--- src/rtl/count_uart_pkg.sv ---
// Shared types, constants and helpers for the count UART reporter.
// Covers the serialiser state encoding, ASCII mapping and baud divisor.
package count_uart_pkg;

    typedef enum logic [1:0] {
        ST_IDLE,
        ST_START,
        ST_DATA,
        ST_STOP
    } uart_state_t;

    localparam logic [7:0] ASCII_CR = 8'h0D;
    localparam logic [7:0] ASCII_LF = 8'h0A;

    function automatic logic [7:0] hex_ascii(input logic [3:0] nibble);
        if (nibble < 4'd10) begin
            return 8'h30 + {4'h0, nibble};
        end
        return 8'h37 + {4'h0, nibble};
    endfunction

    function automatic int clks_per_bit(input int clk_freq, input int baud);
        return clk_freq / baud;
    endfunction

    // Character idx of the report for val: high nibble, low nibble, CR, LF.
    function automatic logic [7:0] msg_char(input logic [7:0] val, input logic [1:0] idx);
        logic [7:0] c;
        case (idx)
            2'd0:    c = hex_ascii(val[7:4]);
            2'd1:    c = hex_ascii(val[3:0]);
            2'd2:    c = ASCII_CR;
            default: c = ASCII_LF;
        endcase
        return c;
    endfunction

endpackage

--- src/rtl/count_uart_reporter_uart_tx.sv ---
// 8N1 byte serialiser. ready is also high in the last STOP cycle so that a
// following byte can start back-to-back with no idle gap.
module uart_tx_byte
    import count_uart_pkg::*;
#(
    parameter int CLKS_PER_BIT = 217
) (
    input  logic       clk,
    input  logic       rst,
    input  logic       start,
    input  logic [7:0] data,
    output logic       tx,
    output logic       ready
);

    localparam int CNT_W = (CLKS_PER_BIT > 2) ? $clog2(CLKS_PER_BIT) : 1;
    localparam logic [CNT_W-1:0] BAUD_LAST = CNT_W'(CLKS_PER_BIT - 1);

    generate
        if (CLKS_PER_BIT < 2) begin : g_bad_divisor
            $error("uart_tx_byte: CLKS_PER_BIT must be at least 2");
        end
    endgenerate

    uart_state_t      state_q, state_d;
    logic [CNT_W-1:0] baud_cnt_q, baud_cnt_d;
    logic [2:0]       bit_cnt_q, bit_cnt_d;
    logic [7:0]       shift_q, shift_d;
    logic             tx_q, tx_d;
    logic             baud_last;

    assign baud_last = (baud_cnt_q == BAUD_LAST);
    assign ready     = (state_q == ST_IDLE) || ((state_q == ST_STOP) && baud_last);
    assign tx        = tx_q;

    always_comb begin
        state_d    = state_q;
        baud_cnt_d = baud_cnt_q;
        bit_cnt_d  = bit_cnt_q;
        shift_d    = shift_q;
        tx_d       = tx_q;

        case (state_q)
            ST_IDLE: begin
                tx_d       = 1'b1;
                baud_cnt_d = '0;
            end
            ST_START: begin
                baud_cnt_d = baud_last ? '0 : baud_cnt_q + CNT_W'(1);
                if (baud_last) begin
                    state_d   = ST_DATA;
                    bit_cnt_d = 3'd0;
                    tx_d      = shift_q[0];
                end
            end
            ST_DATA: begin
                baud_cnt_d = baud_last ? '0 : baud_cnt_q + CNT_W'(1);
                if (baud_last) begin
                    if (bit_cnt_q == 3'd7) begin
                        state_d = ST_STOP;
                        tx_d    = 1'b1;
                    end else begin
                        bit_cnt_d = bit_cnt_q + 3'd1;
                        shift_d   = {1'b0, shift_q[7:1]};
                        tx_d      = shift_q[1];
                    end
                end
            end
            default: begin
                baud_cnt_d = baud_last ? '0 : baud_cnt_q + CNT_W'(1);
                if (baud_last) begin
                    state_d = ST_IDLE;
                end
            end
        endcase

        // A new byte overrides the end of STOP so characters chain seamlessly.
        if (start && ready) begin
            state_d    = ST_START;
            baud_cnt_d = '0;
            bit_cnt_d  = 3'd0;
            shift_d    = data;
            tx_d       = 1'b0;
        end
    end

    always_ff @(posedge clk or posedge rst) begin
        if (rst) begin
            state_q    <= ST_IDLE;
            baud_cnt_q <= '0;
            bit_cnt_q  <= 3'd0;
            shift_q    <= 8'h00;
            tx_q       <= 1'b1;
        end else begin
            state_q    <= state_d;
            baud_cnt_q <= baud_cnt_d;
            bit_cnt_q  <= bit_cnt_d;
            shift_q    <= shift_d;
            tx_q       <= tx_d;
        end
    end

endmodule

--- src/rtl/count_uart_reporter.sv ---
// Reports each change of the count bus as "HH\r\n" over UART 8N1, keeping
// only the newest unsent value in a one-entry pending buffer.
module count_uart_reporter
    import count_uart_pkg::*;
#(
    parameter int CLK_FREQ     = 25_000_000,
    parameter int BAUD         = 115_200,
    parameter int CLKS_PER_BIT = clks_per_bit(CLK_FREQ, BAUD)
) (
    input  logic       clk,
    input  logic       rst,
    input  logic [7:0] value,
    output logic       tx,
    output logic       busy,
    output logic       overrun
);

    logic [7:0] prev_q, prev_d;
    logic       pend_valid_q, pend_valid_d;
    logic [7:0] pend_data_q, pend_data_d;
    logic       overrun_q, overrun_d;
    logic       busy_q, busy_d;
    logic [1:0] char_idx_q, char_idx_d;
    logic [7:0] msg_q, msg_d;

    logic       change, consume, byte_done, last_char;
    logic       tx_start, tx_ready;
    logic [7:0] tx_data;
    logic [7:0] char_tbl [4];

    generate
        for (genvar gi = 0; gi < 4; gi++) begin : g_char_tbl
            assign char_tbl[gi] = msg_char(msg_q, 2'(gi));
        end
    endgenerate

    always_comb begin
        change    = (value != prev_q);
        consume   = !busy_q && pend_valid_q;
        byte_done = busy_q && tx_ready;
        last_char = (char_idx_q == 2'd3);
        tx_start  = consume || (byte_done && !last_char);
        // The first character comes straight from the pending entry being consumed.
        tx_data   = consume ? hex_ascii(pend_data_q[7:4]) : char_tbl[char_idx_q + 2'd1];

        prev_d       = value;
        pend_valid_d = pend_valid_q && !consume;
        pend_data_d  = pend_data_q;
        overrun_d    = change && pend_valid_q && !consume;
        busy_d       = busy_q;
        char_idx_d   = char_idx_q;
        msg_d        = msg_q;

        if (change) begin
            pend_valid_d = 1'b1;
            pend_data_d  = value;
        end

        if (consume) begin
            msg_d      = pend_data_q;
            char_idx_d = 2'd0;
            busy_d     = 1'b1;
        end else if (byte_done) begin
            if (last_char) begin
                busy_d = 1'b0;
            end else begin
                char_idx_d = char_idx_q + 2'd1;
            end
        end
    end

    always_ff @(posedge clk or posedge rst) begin
        if (rst) begin
            prev_q       <= 8'h00;
            pend_valid_q <= 1'b0;
            pend_data_q  <= 8'h00;
            overrun_q    <= 1'b0;
            busy_q       <= 1'b0;
            char_idx_q   <= 2'd0;
            msg_q        <= 8'h00;
        end else begin
            prev_q       <= prev_d;
            pend_valid_q <= pend_valid_d;
            pend_data_q  <= pend_data_d;
            overrun_q    <= overrun_d;
            busy_q       <= busy_d;
            char_idx_q   <= char_idx_d;
            msg_q        <= msg_d;
        end
    end

    uart_tx_byte #(
        .CLKS_PER_BIT(CLKS_PER_BIT)
    ) u_tx (
        .clk  (clk),
        .rst  (rst),
        .start(tx_start),
        .data (tx_data),
        .tx   (tx),
        .ready(tx_ready)
    );

    assign busy    = busy_q;
    assign overrun = overrun_q;

endmodule
--- config.mk ---
export PLATFORM = sky130hd
export DESIGN_NAME = count_uart_reporter
export DESIGN_NICKNAME = d
export VERILOG_FILES = /design/src/rtl/count_uart_pkg.sv /design/src/rtl/count_uart_reporter_uart_tx.sv /design/src/rtl/count_uart_reporter.sv
export SDC_FILE = /design/constraint.sdc
export NUM_CORES = 1
export LEC_CHECK = 0
export CORE_MARGIN = 2
export CORE_UTILIZATION = 50
export CTS_CLUSTER_SIZE = 24
export DETAILED_ROUTE_END_ITERATION = 10
export PLACE_DENSITY = 0.66
export SYNTH_ARGS = -nofsm -noshare
export SYNTH_HDL_FRONTEND = slang
export SYNTH_HIERARCHICAL = 1
export SYNTH_SLANG_ARGS = --single-unit
export TNS_END_PERCENT = 1
--- constraint.sdc ---
create_clock -name clk -period 3 [get_ports clk]
set_input_delay 0.3 -clock clk [delete_from_list [all_inputs] [get_ports clk]]
set_output_delay 0.3 -clock clk [all_outputs]
set_load 0.03 [all_outputs]
---- Yosys cells after proc, flatten, opt, wreduce, memory -nomap -nowiden ----
Index checks and enable logic that the tools add are counted.
storage, ports and cells
  memory bits (read-only) ................. 0
  register bits ........................... 51
  output and inout port bits .............. 3
  RAM bits ................................ 0
  latch bits .............................. 0
  bits of input ports ..................... 10
  memories kept ........................... 0
cells by class
  multiplexer cells ....................... 43
  $add $sub $neg .......................... 9
  multiply operators ...................... 0
  div/mod/pow operators ................... 0
  shift operators ......................... 0
  bitwise gates (word level) .............. 1
  equality and inequality tests ........... 14
  reduce and logical (&&, ||, !) cells .... 26
  order comparisons ....................... 4
operators by type and width
  kind                                                             number
  8-bit 2-to-1 mux                                                 16
  6-bit by 4-bit adder with 7-bit output, first input constant     6
  8-bit binary-select mux with 2-bit select                        1
  2-bit 2-to-1 mux                                                 8
  4-bit less-than comparator, second input constant                3
  3-bit 2-to-1 mux                                                 4
  1-bit 2-to-1 mux                                                 11
  3-bit by 1-bit != test with 1-bit output, second input constant  3
  3-bit AND reduction                                              3
  8-bit by 1-bit adder with 8-bit output, second input constant    1
  8-bit == test, second input constant                             1
  1-bit logical AND                                                8
  8-bit != test                                                    1
  2-bit nonzero test                                               4
  2-bit == test, second input constant                             3
  2-bit != test, second input constant                             3
  2-bit case mux with 3 select lines                               1
  3-bit case mux with 2 select lines                               1
  2-bit AND reduction                                              2
  4-bit AND reduction                                              1
  4-bit nonzero test                                               1
  3-bit by 1-bit adder with 3-bit output, second input constant    1
  3-bit == test, second input constant                             1
  3-bit greater-or-equal comparator, second input constant         1
  other kinds (9)                                                  12

---- Longest topological paths before layout ----
Gate-level depths: netlist of run 1.
  depth in word-level cells ............... 9
  mapped depth ............................ 13
  gate-level depth less buffers ........... 11

---- Modules after synthesis ----
Netlist of run 1, hierarchy kept.
by module, submodules not included
  module               area an instance (um^2)  sequential area each (um^2)  instances  cells an instance
  count_uart_reporter  1482.7                   725.7                        1          156
  uart_tx_byte         1223.7                   551.8                        1          124

---- Worst setup path before layout of run 1 ----
No wires, ideal clock.
  kind .................................... register to register
  start point ............................. register u_tx.baud_cnt_q[0]
  end point ............................... register u_tx.tx_q (netlist: u_tx/tx)
  arrival time ............................ 2.342 ns
  library setup time ...................... 0.088 ns
  path buffers ............................ 2
  stages on the path, launching flop included .. 14
  period minus slack after synthesis ...... 2.429 ns
  slack ................................... 0.571 ns
  required time ........................... 2.912 ns
  cell sequence ........................... dfrtp_1 inv_1 ha_1 and3b_1 a31o_1 buf_6 nor2b_1 nand2_1 nand2_1 clkbuf_1 nand2_1 o221ai_1 o21ai_0 a221oi_2
between the ends
  cells in the longest elaborated chain, start to end .. 9
RTL lines
  item                                                                                                    RTL line                           RTL
  from (decl)                                                                                             count_uart_reporter_uart_tx.sv:26  logic [CNT_W-1:0] baud_cnt_q, baud_cnt_d;
  from (signal assigned)                                                                                  count_uart_reporter_uart_tx.sv:96  baud_cnt_q <= baud_cnt_d;
  8-bit == test *                                                                                         count_uart_reporter_uart_tx.sv:32  assign baud_last = (baud_cnt_q == BAUD_LAST);
  1-bit logical AND *                                                                                     count_uart_reporter_uart_tx.sv:33  assign ready = (state_q == ST_IDLE) || ((state_q == ST_STOP) && baud_last);
  1-bit logical OR *                                                                                      count_uart_reporter_uart_tx.sv:33
  named net tx_ready                                                                                      count_uart_reporter.sv:27          logic tx_start, tx_ready;
  1-bit logical AND *                                                                                     count_uart_reporter.sv:40          byte_done = busy_q && tx_ready;
  1-bit logical AND *                                                                                     count_uart_reporter.sv:42          tx_start = consume || (byte_done && !last_char);
  1-bit logical OR *                                                                                      count_uart_reporter.sv:42
  named net tx_start                                                                                      count_uart_reporter.sv:27
  1-bit logical AND *                                                                                     count_uart_reporter_uart_tx.sv:78  if (start && ready) begin
  3-bit by 1-bit != test with 1-bit output (no source line) / 4-bit nonzero test (equally long branches)  -
  3-bit AND reduction (no source line)                                                                    -
  to (signal assigned)                                                                                    count_uart_reporter_uart_tx.sv:99  tx_q <= tx_d;
  to (decl)                                                                                               count_uart_reporter_uart_tx.sv:29  logic tx_q, tx_d;
The timed path passes the listed nets; every way through them passes the cells marked *.
A chain may end at the register's enable or synchronous reset.

---- Worst setup path in the final report of run 1 ----
  start point ............................. register u_tx.baud_cnt_q[0]
  end point ............................... register u_tx.shift_q[4]
between the ends
  cells in the longest elaborated chain, start to end .. 9
RTL lines
  item                                                                         RTL line                           RTL
  8-bit == test *                                                              count_uart_reporter_uart_tx.sv:32
  1-bit logical AND *                                                          count_uart_reporter_uart_tx.sv:33
  1-bit logical OR *                                                           count_uart_reporter_uart_tx.sv:33
  named net tx_ready                                                           count_uart_reporter.sv:27
  1-bit logical AND *                                                          count_uart_reporter.sv:40
  1-bit logical AND *                                                          count_uart_reporter.sv:42
  1-bit logical OR *                                                           count_uart_reporter.sv:42
  named net tx_start                                                           count_uart_reporter.sv:27
  1-bit logical AND *                                                          count_uart_reporter_uart_tx.sv:78
  2-bit != test (no source line) / 2-bit nonzero test (equally long branches)  -
  3-bit AND reduction (no source line)                                         -
  to (signal assigned)                                                         count_uart_reporter_uart_tx.sv:98  shift_q <= shift_d;
  to (decl)                                                                    count_uart_reporter_uart_tx.sv:28  logic [7:0] shift_q, shift_d;
Marks and branches as above.

==> results of run 1 <==
[worst paths after layout]
| check | to | slack [ps] | depth (start not counted) |
|---|---|---|---|
| max | u_tx/shift_q[4]$_DFFE_PP0P_ | 340 | 11 |
| min | prev_q[7]$_DFF_PP0_ | 360 | 3 |
| max reg2reg | u_tx/shift_q[4]$_DFFE_PP0P_ | 340 | 11 |
| min reg2reg | u_tx/tx$_DFFE_PP1P_ | 480 | 2 |
| max in group asynchronous | u_tx/baud_cnt_q[7]$_DFF_PP0_ | 1980 | 2 |
| min in group clk | u_tx/tx$_DFFE_PP1P_ | 480 | 2 |
[per-stage QoR]
stage          setup WS (ps)  cell area (um2)  cells  utilization (%)  total power, mW
2_1_floorplan            571             2710    280                -             1.07
3_3_place_gp             492             2880    355             55.7             1.15
3_5_place_dp             362             2880    355             55.7             1.15
4_1_cts                  347             2980    363             57.6             1.58
5_1_grt                 20.5             2980    363             57.6             1.67
6_report                 339             2980    363             57.6             1.57
[registers in the layout, summed over array words and instances (netlist names)]
register	count
u_tx/tx	1
busy	1
msg_q	8
pend_data_q	8
u_tx/shift_q	8
prev_q	8
u_tx/bit_cnt_q	3
overrun	1
u_tx/baud_cnt_q	8
char_idx_q	2
pend_valid_q	1
u_tx/state_q	2
[routing by layer]
| metal | routed length, um | share of wire, % | global-route usage, % |
|---|---|---|---|
| met5 | 0 | 0 | 0 |
| met4 | 144 | 2.8 | 9.11 |
| met3 | 214 | 4.2 | 3.72 |
| met2 | 2270 | 44 | 28.9 |
| met1 | 2500 | 49 | 26.4 |
[area by class of cell]
type,count,area (um2)
Clock inverter,3,27.5
Tap cell,70,87.6
Clock buffer,5,68.8
Timing Repair Buffer,15,143
Inverter,24,90.1
Multi-Input combinational cell,195,1280
Fill cell,450,2190
Sequential cell,51,1280
[critical path, cell delays in order (launching register included)]
cell and delay (ps):
dfrtp_1 450, inv_1 80, ha_1 160, and3b_1 240, a31o_1 190, nor2b_1 210
nand2_1 110, nand2_1 290, o21ai_0 140, and4_1 280, a222oi_1 320, a21oi_1 70
[Yosys cell counts (5+ instances only)]
| cell | instances |
|---|---|
| inv_1 | 24 |
| clkbuf_1 | 6 |
| xor2_1 | 14 |
| mux2_2 | 9 |
| a222oi_1 | 5 |
| ha_1 | 12 |
| nand3_1 | 10 |
| dfrtp_1 | 50 |
| nor3_1 | 6 |
| o21ai_0 | 19 |
| a21oi_1 | 20 |
| nor2_1 | 14 |
| nand2_1 | 33 |
[kinds of logic (layout without fill, tap and decap cells)]
family | count (synthesis) | count (layout) | share of synthesized area [%]
adder cells (fa/ha/maj) | 12 | 12 | 5.55
AND/OR/NAND/NOR | 91 | 91 | 16.6
other | 1 | 1 | 0.139
flip-flops | 51 | 51 | 47.2
buffers and inverters | 34 | 47 | 5.36
XOR/XNOR | 18 | 18 | 5.83
AO/OA/AOI/OAI | 60 | 60 | 14.1
multiplexers | 13 | 13 | 5.22
[power by group]
| part | switching (mW) | internal, mW |
|---|---|---|
| Sequential | 0.0895 | 0.766 |
| Clock | 0.256 | 0.172 |
| Combinational | 0.149 | 0.136 |
==> qor.txt, run 1 <==
gr usage total: 19.1%
final worst path period need: 2660 ps
Critical Path AT: 2850 ps
# Max-Cap Violations: 0
Final Hold Fails: 0
# setup viols final: 0
initial antenna violation count: 0
Seq/Total Area, Yosys: 47.2%
hold crit path type: input port to async pin
Via Count: 2022
crit path from: u_tx/baud_cnt_q[0]$_DFF_PP0_
Vias/cell: 5.57
initial core utilization: 52.3%
Setup TNS Final: 0 ps
status: completed
Die H: 77.6 um
Max transition margin: 41.9%
commonest non-fill, non-tap cell in the layout: dfrtp_1
Fmax: 376 MHz
Peak VDD IR: 0.406 mV
Worst Setup End Kind: flop
Synth cell types: 47
clock skew: 5.50 ps
number of flops mapped to enable cells by yosys: 0
Reg clk slew, reported paths: 100 ps
Synth Flop Type: dfrtp_1
H-Tree Level Count: 2
final count of pins violating max slew: 0
area fraction of the dominant cell type after synthesis: 46.2%
FF+latch count, synth: 51
DR pass1 iterations: 5
Post-CTS Setup Bufs: 0
Resize count post-CTS: 0
crit path launch type: flop
clock buffer depth: 2
ANT cells: 0
Leakage: 1.33 nW
synth warn: 6
routed wire length per instance: 14.1 um
vias in the first global route: 1959
largest area contributor in the netlist: dfrtp_1
Clock Sinks: 51
ANT nets after route: 0
DP Wirelength: 3620 um
Mapped Nets: 302
Gate Count Post-Synth: 280
cell area power density: 527 nW/um2
RSZ-0062 raised after global routing: no
Die Wd: 77.6 um
Root Buffer: clkbuf_8
drt drc: 0
r2r startpoint: u_tx/baud_cnt_q[0]$_DFF_PP0_
Synth Cell Area: 2710 um2
average size of a mapped cell: 9.67 um2
fraction of the cycle the final worst path needs: 88.7%
Min Hold Slack: 365 ps
I/O pin count: 13
placer congestion estimate: 0.831
first-pass GRT wire length: 9050 um
GRT Residual Overflow: 0
die area: 6020 um2
maximum net fanout on the critical path: 12
FP Rows: 26
most frequent cells in the layout: 50 x dfrtp_1, 33 x nand2_1, 24 x inv_1, 20 x a21oi_1, 19 x o21ai_0
final WL: 5130 um
TritonCTS clock tree: built
Final Net Count: 314
CTS buffer count: 5
I/O Buffers: 12
DR iter-0 viols: 206
WS Path Type: flop to flop
core outline area: 5170 um2
worst endpoint required time: 3190 ps
CTS Hold Buffers Added: 0
synth top area cells: dfrtp_1 46%, ha_1 5.5%, nand2_1 4.6%
Worst Tran Pin Value: 870 ps
area grow syn2layout: 10.0%
Async SR Flop Fraction: 100%
share of cells above drive strength 1: 9.90%
Worst-Skew Late Latency: 320 ps
largest net degree at the start of global routing: 30
No activity file was read; power rests on OpenSTA's default activity.
==> run 2, diff against run 1 <==
--- a/config.mk
+++ b/config.mk
@@ -9,6 +9,8 @@
 export CORE_UTILIZATION = 50
 export CTS_CLUSTER_SIZE = 24
 export DETAILED_ROUTE_END_ITERATION = 10
+export GPL_ROUTABILITY_DRIVEN = 0
+export HOLD_SLACK_MARGIN = 0.05
 export PLACE_DENSITY = 0.66
 export SYNTH_ARGS = -nofsm -noshare
 export SYNTH_HDL_FRONTEND = slang
==> results of run 2 <==
No change in the layout: final DEF, timing and power equal those of run 1.
==> run 3, diff against run 2 <==
--- a/config.mk
+++ b/config.mk
@@ -7,6 +7,7 @@
 export LEC_CHECK = 0
 export CORE_MARGIN = 2
 export CORE_UTILIZATION = 50
+export CTS_CLUSTER_DIAMETER = 100
 export CTS_CLUSTER_SIZE = 24
 export DETAILED_ROUTE_END_ITERATION = 10
 export GPL_ROUTABILITY_DRIVEN = 0
==> results of run 3 <==
No change in the layout: final DEF, timing and power equal those of run 1.
